===== config.mk =====
export PLATFORM = sky130hd
export DESIGN_NAME = accum_averager_flat
export DESIGN_NICKNAME = d
export VERILOG_FILES = /design/src/rtl/accum_averager_pkg.sv /design/src/rtl/accum_averager_if.sv /design/src/rtl/accum_averager_serial_divider.sv /design/src/rtl/accum_averager.sv /design/src/flat_wrapper.sv
export SDC_FILE = /design/constraint.sdc
export NUM_CORES = 1
export LEC_CHECK = 0
export BUFFER_PORTS_ARGS = -buffer_cell sky130_fd_sc_hd__buf_2
export CORE_MARGIN = 2
export CORE_UTILIZATION = 25
export CTS_CLUSTER_SIZE = 20
export DETAILED_ROUTE_END_ITERATION = 8
export PLACE_DENSITY = 0.36
export SLEW_MARGIN = 30
export SYNTH_ARGS = -nofsm -noshare
export SYNTH_HDL_FRONTEND = slang
export SYNTH_SLANG_ARGS = --single-unit

===== constraint.sdc =====
create_clock -name clk -period 8.2 [get_ports clk]
set_input_delay 1.23 -clock clk [delete_from_list [all_inputs] [get_ports clk]]
set_output_delay 1.23 -clock clk [all_outputs]
set_load 0.1 [all_outputs]

===== src/rtl/accum_averager_pkg.sv =====
// Shared widths, FSM state type and saturation limits for the accumulator/averager pair.
package accum_pkg;

    localparam int DEF_SUM_W = 48;
    localparam int DEF_LEN_W = 18;
    localparam int DEF_OUT_W = 31;

    typedef enum logic [1:0] {
        IDLE,
        DIV,
        FIN
    } state_t;

    localparam logic signed [DEF_OUT_W-1:0] SAT_MAX = {1'b0, {(DEF_OUT_W-1){1'b1}}};
    localparam logic signed [DEF_OUT_W-1:0] SAT_MIN = {1'b1, {(DEF_OUT_W-1){1'b0}}};

endpackage


===== src/rtl/accum_averager_if.sv =====
// Sum/length input stream and mean/status output bundle of the averager.
interface accum_averager_if
    import accum_pkg::*;
#(
    parameter int SUM_W = DEF_SUM_W,
    parameter int LEN_W = DEF_LEN_W,
    parameter int OUT_W = DEF_OUT_W
);
    logic                    valid_in;
    logic [LEN_W-1:0]        length;
    logic signed [SUM_W-1:0] sum_in;
    logic                    valid_out;
    logic signed [OUT_W-1:0] mean_out;
    logic                    div_err;
    logic                    overflow;

    modport master (
        output valid_in, length, sum_in,
        input  valid_out, mean_out, div_err, overflow
    );

    modport slave (
        input  valid_in, length, sum_in,
        output valid_out, mean_out, div_err, overflow
    );
endinterface


===== src/rtl/accum_averager_serial_divider.sv =====
// Unsigned restoring divider, one quotient bit per clock, DVD_W steps after start.
module serial_divider #(
    parameter int DVD_W = 48,
    parameter int DVS_W = 18
) (
    input  logic             clk,
    input  logic             rst,
    input  logic             start,
    input  logic [DVD_W-1:0] dividend,
    input  logic [DVS_W-1:0] divisor,
    output logic             done,
    output logic [DVD_W-1:0] quotient
);
    localparam int CNT_W = $clog2(DVD_W + 1);

    logic [CNT_W-1:0] cnt;
    logic [DVD_W-1:0] dvd_p0;
    logic [DVS_W-1:0] dvs_p0;
    logic [DVS_W-1:0] rem_p0;
    logic [DVS_W:0]   rem_shift;
    logic [DVS_W-1:0] rem_sub;
    logic             ge;

    // rem < divisor after every step, so the difference always fits in DVS_W bits
    always_comb begin
        rem_shift = {rem_p0, dvd_p0[DVD_W-1]};
        ge        = (rem_shift >= {1'b0, dvs_p0});
        rem_sub   = rem_shift[DVS_W-1:0] - dvs_p0;
    end

    assign done = (cnt == CNT_W'(1));

    always_ff @(posedge clk or negedge rst) begin
        if (!rst) begin
            cnt <= '0;
        end else if (start) begin
            cnt <= CNT_W'(DVD_W);
        end else if (cnt != '0) begin
            cnt <= cnt - 1'b1;
        end
    end

    always_ff @(posedge clk) begin
        if (start) begin
            dvd_p0   <= dividend;
            dvs_p0   <= divisor;
            rem_p0   <= '0;
            quotient <= '0;
        end else if (cnt != '0) begin
            dvd_p0   <= {dvd_p0[DVD_W-2:0], 1'b0};
            rem_p0   <= ge ? rem_sub : rem_shift[DVS_W-1:0];
            quotient <= {quotient[DVD_W-2:0], ge};
        end
    end
endmodule


===== src/rtl/accum_averager.sv =====
// Divides each accumulated sum by its length into a saturated sample-domain mean.
// Optional ACCUM_AVG_ROUND_EN: round half away from zero instead of truncating.
module accum_averager
    import accum_pkg::*;
#(
    parameter int SUM_W = DEF_SUM_W,
    parameter int LEN_W = DEF_LEN_W,
    parameter int OUT_W = DEF_OUT_W
) (
    input  logic             clk,
    input  logic             rst,
    accum_averager_if.slave  bus
);
`ifdef ACCUM_AVG_ROUND_EN
    localparam int DVD_W = SUM_W + 1;
`else
    localparam int DVD_W = SUM_W;
`endif

    localparam logic signed [OUT_W-1:0] MEAN_MAX = {1'b0, {(OUT_W-1){1'b1}}};
    localparam logic signed [OUT_W-1:0] MEAN_MIN = {1'b1, {(OUT_W-1){1'b0}}};
    localparam logic [DVD_W-1:0] POS_LIM = {{(DVD_W-OUT_W+1){1'b0}}, {(OUT_W-1){1'b1}}};
    localparam logic [DVD_W-1:0] NEG_LIM = POS_LIM + 1'b1;

    state_t                  state;
    logic                    pend_full;
    logic signed [SUM_W-1:0] pend_sum;
    logic [LEN_W-1:0]        pend_len;
    logic                    load;
    logic                    pend_wr;
    logic                    pend_drop;
    logic signed [SUM_W-1:0] ld_sum;
    logic [LEN_W-1:0]        ld_len;
    logic [SUM_W-1:0]        ld_abs;
    logic [DVD_W-1:0]        ld_mag;
    logic                    neg_p0;
    logic                    zero_p0;
    logic                    div_done;
    logic [DVD_W-1:0]        quot;
    logic signed [OUT_W-1:0] res_p1;
    logic                    vld_p1;
    logic                    err_p1;

    function automatic logic signed [OUT_W-1:0] sat_mean(input logic [DVD_W-1:0] q,
                                                         input logic neg);
        if (!neg) begin
            return (q > POS_LIM) ? MEAN_MAX : $signed(q[OUT_W-1:0]);
        end
        return (q > NEG_LIM) ? MEAN_MIN : -$signed(q[OUT_W-1:0]);
    endfunction

    // Pending slot wins over a simultaneous new input; the new input then takes its place
    always_comb begin
        load      = ((state == IDLE) || (state == FIN)) && (pend_full || bus.valid_in);
        ld_sum    = pend_full ? pend_sum : bus.sum_in;
        ld_len    = pend_full ? pend_len : bus.length;
        pend_wr   = bus.valid_in && ((load && pend_full) || (!load && !pend_full));
        pend_drop = bus.valid_in && !load && pend_full;
        ld_abs    = ld_sum[SUM_W-1] ? (~ld_sum + 1'b1) : ld_sum;
`ifdef ACCUM_AVG_ROUND_EN
        ld_mag    = {1'b0, ld_abs} + DVD_W'(ld_len >> 1);
`else
        ld_mag    = ld_abs;
`endif
    end

    serial_divider #(
        .DVD_W (DVD_W),
        .DVS_W (LEN_W)
    ) u_div (
        .clk      (clk),
        .rst      (rst),
        .start    (load),
        .dividend (ld_mag),
        .divisor  (ld_len),
        .done     (div_done),
        .quotient (quot)
    );

    always_ff @(posedge clk or negedge rst) begin
        if (!rst) begin
            state         <= IDLE;
            pend_full     <= 1'b0;
            vld_p1        <= 1'b0;
            err_p1        <= 1'b0;
            bus.overflow  <= 1'b0;
            bus.valid_out <= 1'b0;
            bus.div_err   <= 1'b0;
            bus.mean_out  <= '0;
        end else begin
            case (state)
                IDLE:    if (load) state <= DIV;
                DIV:     if (div_done) state <= FIN;
                FIN:     state <= load ? DIV : IDLE;
                default: state <= IDLE;
            endcase

            if (pend_wr) begin
                pend_full <= 1'b1;
            end else if (load && pend_full) begin
                pend_full <= 1'b0;
            end
            if (pend_drop) begin
                bus.overflow <= 1'b1;
            end

            // p1 -> output register
            vld_p1        <= (state == FIN);
            err_p1        <= (state == FIN) && zero_p0;
            bus.valid_out <= vld_p1;
            bus.div_err   <= err_p1;
            if (vld_p1) begin
                bus.mean_out <= res_p1;
            end
        end
    end

    always_ff @(posedge clk) begin
        if (pend_wr) begin
            pend_sum <= bus.sum_in;
            pend_len <= bus.length;
        end
        // load -> p0 work registers
        if (load) begin
            neg_p0  <= ld_sum[SUM_W-1];
            zero_p0 <= (ld_len == '0);
        end
        // FIN -> p1 signed, saturated result
        if (state == FIN) begin
            res_p1 <= zero_p0 ? '0 : sat_mean(quot, neg_p0);
        end
    end
endmodule

===== src/flat_wrapper.sv =====
// flat-port wrapper written by rule: the top's interface ports become plain ports
module accum_averager_flat import accum_pkg::*;
#(
    parameter int SUM_W = DEF_SUM_W,
    parameter int LEN_W = DEF_LEN_W,
    parameter int OUT_W = DEF_OUT_W
)
  (clk, rst, bus_valid_in, bus_length, bus_sum_in, bus_valid_out, bus_mean_out, bus_div_err, bus_overflow);
  accum_averager_if #(.SUM_W(SUM_W), .LEN_W(LEN_W), .OUT_W(OUT_W)) bus_i ();
  input  logic clk;
  input  logic rst;
  input wire logic [$bits(bus_i.valid_in)-1:0] bus_valid_in;
  input wire logic [$bits(bus_i.length)-1:0] bus_length;
  input wire logic [$bits(bus_i.sum_in)-1:0] bus_sum_in;
  output wire logic [$bits(bus_i.valid_out)-1:0] bus_valid_out;
  output wire logic [$bits(bus_i.mean_out)-1:0] bus_mean_out;
  output wire logic [$bits(bus_i.div_err)-1:0] bus_div_err;
  output wire logic [$bits(bus_i.overflow)-1:0] bus_overflow;
  assign bus_i.valid_in = bus_valid_in;
  assign bus_i.length = bus_length;
  assign bus_i.sum_in = bus_sum_in;
  assign bus_valid_out = bus_i.valid_out;
  assign bus_mean_out = bus_i.mean_out;
  assign bus_div_err = bus_i.div_err;
  assign bus_overflow = bus_i.overflow;
  accum_averager #(.SUM_W(SUM_W), .LEN_W(LEN_W), .OUT_W(OUT_W)) u_core (.clk(clk), .rst(rst), .bus(bus_i));
endmodule

; ---- Word level (Yosys, flattened, before mapping)
; Index checks and enable logic that the tools add are counted.
[totals]
ff_bits = 276
out_inout_bits = 34
elab_cells = 69
[op_classes]
n_addsub = 4
n_lt_le_gt_ge = 3
eq_ne = 5
n_mux = 20
bitwise = 1
reduce_logical = 18
[ops]
columns = op, n
row1 = 48-bit 2-to-1 mux, 4
row2 = 31-bit 2-to-1 mux, 4
row3 = 48-bit by 1-bit adder with 48-bit output (second input constant), 1
row4 = 48-bit by 30-bit > comparator with 1-bit output (second input constant), 1
row5 = 48-bit by 31-bit > comparator with 1-bit output (second input constant), 1
row6 = 48-bit NOT, 1
row7 = 18-bit 2-to-1 mux, 2
row8 = 31-bit negator, 1
row9 = 19-bit by 18-bit greater-or-equal comparator with 1-bit output, 1
row10 = 18-bit logical NOT, 1
row11 = 18-bit subtractor, 1
row12 = 6-bit 2-to-1 mux, 2
row13 = 1-bit logical AND, 7
row14 = 6-bit by 1-bit equality test with 1-bit output (second input constant), 1
row15 = 2-bit case mux with 3 select lines, 1
row16 = 6-bit nonzero test, 1
row17 = 6-bit by 1-bit subtractor with 6-bit output (second input constant), 1
row18 = 1-bit 2-to-1 mux, 5
row19 = 2-bit 2-to-1 mux, 2
row20 = 2-bit by 1-bit inequality test with 1-bit output (second input constant), 2
row21 = 2-bit nonzero test, 2
row22 = 1-bit logical OR, 3
row23 = 2-bit by 1-bit equality test with 1-bit output (second input constant), 1
row24 = 2-bit equality test (second input constant), 1
row25 = other kinds (3), 4

; ---- Logic depth before layout (Yosys ltp)
[logic_depth]
ltp_word = 8
mapped_depth = 16
depth_no_buf = 11

; ---- By module
; Synthesis repeated with hierarchy kept, for this count alone.
[hier_totals]
cells_unflattened = 1371
hier_area_um2 = 14676.6
[by_module_without_submodules]
columns = mod, instances, cells_per_inst, area_per_inst_um2
row1 = accum_averager, 1, 738, 8207.9
row2 = serial_divider, 1, 633, 6468.7

; ---- Worst setup path before layout
; OpenSTA, ideal clock, no wires.
[synth_timing]
kind = input port to flip-flop
startpoint = in bus_valid_in
endpoint = reg u_core.pend_len[0] (enable)
t_arrival_ps = 5967
t_required_ps = 7700
path_slack_ps = 1733
cell_stages = 7
cell_sequence = nor2_1 or2_2 clkbuf_1 inv_1 clkbuf_1 ha_1 nor2b_1
[synth_via]
elab_chain_cells = 6
[synth_lines]
columns = item, line
row1 = "start, declared", flat_wrapper.sv:12  ; input wire logic [$bits(bus_i.valid_in)-1:0] bus_valid_in;
row2 = 1-bit logical OR (*), accum_averager.sv:54  ; load = ((state == IDLE) || (state == FIN)) && (pend_full || bus.valid_in);
row3 = 1-bit logical AND (*), accum_averager.sv:54
row4 = via u_core.load, accum_averager.sv:29  ; logic load;
row5 = 1-bit logical NOT, accum_averager.sv:57  ; pend_wr = bus.valid_in && ((load && pend_full) || (!load && !pend_full));
row6 = 1-bit logical AND, accum_averager.sv:57
row7 = 1-bit logical OR (*), accum_averager.sv:57
row8 = 1-bit logical AND (*), accum_averager.sv:57
row9 = via u_core.pend_wr, accum_averager.sv:30  ; logic pend_wr;
row10 = "end signal, assigned", accum_averager.sv:121  ; pend_len <= bus.length;
row11 = "end, declared", accum_averager.sv:28  ; logic [LEN_W-1:0] pend_len;
; Mark *: on every way through the listed nets, which the timed path passes. The rest lies on a longest branch.
; A chain may end at the register's enable or synchronous reset.

; ---- Worst setup path in the final report
[layout_timing]
startpoint = reg u_core.pend_full
endpoint = reg u_core.u_div.dvd_p0[43] (data pin)
[layout_via]
elab_chain_cells = 5
[layout_lines]
columns = item, line
row1 = "start, declared", accum_averager.sv:26  ; logic pend_full;
row2 = "start signal, assigned", accum_averager.sv:83  ; pend_full <= 1'b0;
row3 = "start signal, assigned", accum_averager.sv:99  ; pend_full <= 1'b1;
row4 = "start signal, assigned", accum_averager.sv:101  ; pend_full <= 1'b0;
row5 = 48-bit 2-to-1 mux, accum_averager.sv:55  ; ld_sum = pend_full ? pend_sum : bus.sum_in;
row6 = 48-bit NOT, accum_averager.sv:59  ; ld_abs = ld_sum[SUM_W-1] ? (~ld_sum + 1'b1) : ld_sum;
row7 = 48-bit by 1-bit adder with 48-bit output, accum_averager.sv:59
row8 = 48-bit 2-to-1 mux, accum_averager.sv:59
row9 = 48-bit 2-to-1 mux (*), accum_averager_serial_divider.sv:44  ; if (start) begin
row10 = "end signal, assigned", accum_averager_serial_divider.sv:45  ; dvd_p0 <= dividend;
row11 = "end signal, assigned", accum_averager_serial_divider.sv:50  ; dvd_p0 <= {dvd_p0[DVD_W-2:0], 1'b0};
row12 = "end, declared", accum_averager_serial_divider.sv:17  ; logic [DVD_W-1:0] dvd_p0;
; Every way passes the cells marked *; elsewhere a longest branch is shown, timed or not.

==> key figures <==
Synthesis
  • Yosys top cell by area: edfxtp_1
  • Number of synthesized flops with an enable pin: 165
  • Sequential share of the synthesized area: approximately 53%
  • Syn_nets: 1457
  • Syn Area/Cell: a little over 10 um2
  • Synth cell count leaders: nand2_1 (221), edfxtp_1 (165), a21oi_1 (93)
  • Most frequent cell after synthesis: nand2_1
  • Seq cells post-synth: 276
  • Ys Warns: 0
  • Synth Instances: approximately 1400
  • Synth area leaders: edfxtp_1 (35%), dfxtp_1 (9.4%), dfrtp_1 (8.0%)
  • Library cells used by synthesis: slightly above 80
  • Mapped Area: roughly 14000 um2
  • FFs w/ async S/R, synth: about 16%
  • Main flop type after synthesis: edfxtp_1
  • Yosys top cell area share: 35.4%

Clock tree
  • CTS tree: built
  • Clk_lat worst skew: ~0.56 ns
  • # clock sinks: about 280
  • Worst-path clk slew: 0.06 ns
  • Number of CTS-inserted buffers: 36
  • Post-CTS setup buffers: 0
  • Post_cts resized: 0
  • Maximum buffer depth of the clock tree: 3
  • Root Driver: clkbuf_16
  • H-tree lvl count: 2
  • Hold Buf Count CTS: 0

Global routing
  • Vias in the first global route: slightly above 10000
  • Met2 GRT Util: about a fifth
  • First-pass GRT wire length: roughly 58 mm
  • Grt met1 use: 17.4%
  • Met3 usage in global routing: 2.32%
  • Grt peak-use layer: met2
  • Gr usage total: about an eighth
  • Largest net degree at the start of global routing: 82
  • Congestion Overflow GR: 0
  • Antenna violations before repair: 0

Timing
  • Final worst path period share: 49.4%
  • Min cycle time layout: 4.05 ns
  • RSZ-0062 raised after global routing: no
  • Setup ws final: just over 4 ns
  • Peak Freq: ~250 MHz
  • Final setup violation count: 0
  • Worst relative slew slack: between 40% and 50%
  • Setup TNS: 0 ns
  • Hold Vio Cnt, Final: 0
  • Clk_skew: 0.0251 ns
  • Slew Viols, Final: 0
  • Least-Margin Pin Slew: about 0.84 ns

Route
  • Post-route DRC: 0
  • Initial DRC count: 471
  • Vias/cell: 4.65
  • Drt total wl: 36.5 mm
  • Routed wire per std cell: 16.5 um
  • Vias: ~10000
  • Number of nets with antenna violations after routing: 0
  • Pre-Repair DR Iteration Count: 4

Place
  • Post-DP HPWL: 24.0 mm
  • Worst slack at placement: 3.21 ns
  • PortBufs: between 100 and 150
  • Cell Area, Placed: roughly 15000 um2
  • RePlAce Congestion: between 0.7 and 0.8

Setup path
  • Critical Path Start: u_core.pend_full
  • Critical path required time: between 8 and 9 ns
  • FF-to-FF path depth: 8
  • Slowest stage delay, CP: 0.94 ns
  • CP max FO: slightly above 60
  • RR Endpoint: u_core.u_div.dvd_p0[43]
  • Critical Path Source Type: flop
  • Minimum setup slack among reg-to-reg paths: 4.15 ns
  • Critical Path AT: between 4 and 5 ns
  • Crit Path Class: reg2reg
  • Setup crit end kind: flop
  • Max stage delay cell, worst path: dfrtp_4
  • Critical-path cell list: buf_4 -> nor3b_1 -> o221ai_1 -> nand4bb_1 -> nor4b_4 -> a21oi_1 -> xnor2_1 -> o21ai_0
  • Critical R2R Launch: u_core.pend_full

Job
  • Max-Cap Viols: 0

Power and ir drop
  • Pwr/cell area: a little over 400 nW/um2
  • Leak: about 6.4 nW
  • VDD IR max: between 150 and 200 uV

Floorplanning
  • Die outline width: 241 um
  • Initial core utilization: between 20% and 30%
  • Total core area: approximately 55000 um2
  • Standard-cell rows: 86
  • Die Span Y: between 200 and 250 um
  • Die Footprint: slightly below 60000 um2
  • Io pins: 103

Run status
  • Run status: finished, final reports clean

Finish
  • Final instance area: ~16000 um2
  • Layout cell share with drive strength beyond 1: 17.9%
  • Synth-to-layout area growth: 17.0%
  • Seq. cell area: approximately 7400 um2
  • Fillers: 5777
  • Antenna fix cells: 0
  • Nets: approximately 1500
  • Multi-input logic area: roughly 6100 um2

Worst hold path
  • Hold Crit Depth: 0
  • Worst Hold Launch: u_core.err_p1
  • Min-Delay Path Class: reg2reg
  • WHS Endpoint: u_core.bus.div_err
## flip-flops by register name, indices dropped and copies added (netlist names)
signal,count
u_core.pend_sum,48
u_core.u_div.dvd_p0,48
u_core.u_div.quotient,48
u_core.bus.mean_out,31
u_core.res_p1,31
u_core.pend_len,18
u_core.u_div.dvs_p0,18
u_core.u_div.rem_p0,18
u_core.u_div.cnt,6
u_core.state,2
u_core.bus.div_err,1
u_core.bus.overflow,1
u_core.bus.valid_out,1
u_core.err_p1,1
u_core.neg_p0,1
u_core.pend_full,1
u_core.vld_p1,1
u_core.zero_p0,1
## worst max-delay path: cells and delay by family (launching register included)
kind	cells	cell delay [ns]
XOR/XNOR	1	0.14
buffers and inverters	1	0.65
AND/OR/NAND/NOR	3	1.41
AO/OA/AOI/OAI	3	0.55
flip-flops	1	0.94
## worst max-delay path by stage
| stage | to | slack, ns | depth (start not counted) |
|---|---|---|---|
| 6_report | u_core.u_div.dvd_p0[43] | 4.15 | 8 |
| 5_1_grt | u_core.u_div.dvd_p0[39] | 3.86 | 8 |
| 4_1_cts | u_core.pend_sum[16] | 3.51 | 7 |
| 3_5_place_dp | u_core.pend_sum[13] | 3.21 | 8 |
| 3_3_place_gp | u_core.pend_sum[12] | 3.26 | 8 |
| 2_1_floorplan | u_core.pend_len[0] | 1.73 | 7 |
## logic make-up after synthesis
family	synth area share (%)
buffers and inverters	3.66
multiplexers	7.55
AND/OR/NAND/NOR	17.1
flip-flops	52.9
XOR/XNOR	3.50
adder cells (fa/ha/maj)	2.20
AO/OA/AOI/OAI	13.1
## placed cells by master (no fill, tap or decap), drive strengths merged, types with 5 or more instances in the layout
master and n:
nand2 222, edfxtp 165, buf 115, o21ai 108, a21oi 94, dfxtp 66, mux2 57, nor2 56
nor3 54, clkbuf 52, dfrtp 45, mux2i 41, inv 40, a31oi 39, xor2 30, xnor2 26
ha 23, or3 19, nor3b 18, nor4 17, nand3b 15, a21o 15, nand4 14, nand3 14
and2 10, o211ai 9, or4 8, clkinv 8, or2 8, nor2b 6, and3 5
## power breakdown
group | internal (mW) | switching, mW
sequential | 2.01 | 0.308
clock | 0.906 | 0.613
combinational | 1.02 | 1.83
total | 3.94 | 2.75
## per-stage QoR
step / hold WS (ns) / std cells / total power, mW / util (%)
5_1_grt: 0.344 / 2211 / 7.21 / 29.7
3_5_place_dp: 0.336 / 2146 / 5.22 / 27.5
4_1_cts: 0.345 / 2210 / 6.79 / 29.6
6_report: 0.343 / 2211 / 6.68 / 29.7
3_3_place_gp: 0.339 / 2146 / 5.21 / 27.5
2_1_floorplan: 0.331 / 1364 / 4.52 / -
## metal layers
metal  routed length (um)  part of all wire [%]
met3                 1370                   3.8
met2                16800                    46
met5                    0                     0
met1                17700                    48
met4                  752                   2.1
## area by class of cell
cell class / instances / share of cell area (%)
multi-input combinational: 970 / 37.4
sequential: 276 / 45.2
inverter: 38 / 0.871
timing repair buffer: 115 / 3.86
tap: 748 / 5.72
clock inverter: 12 / 0.566
clock buffer: 52 / 6.31
Note: power is estimated with default switching activity, not from simulation.
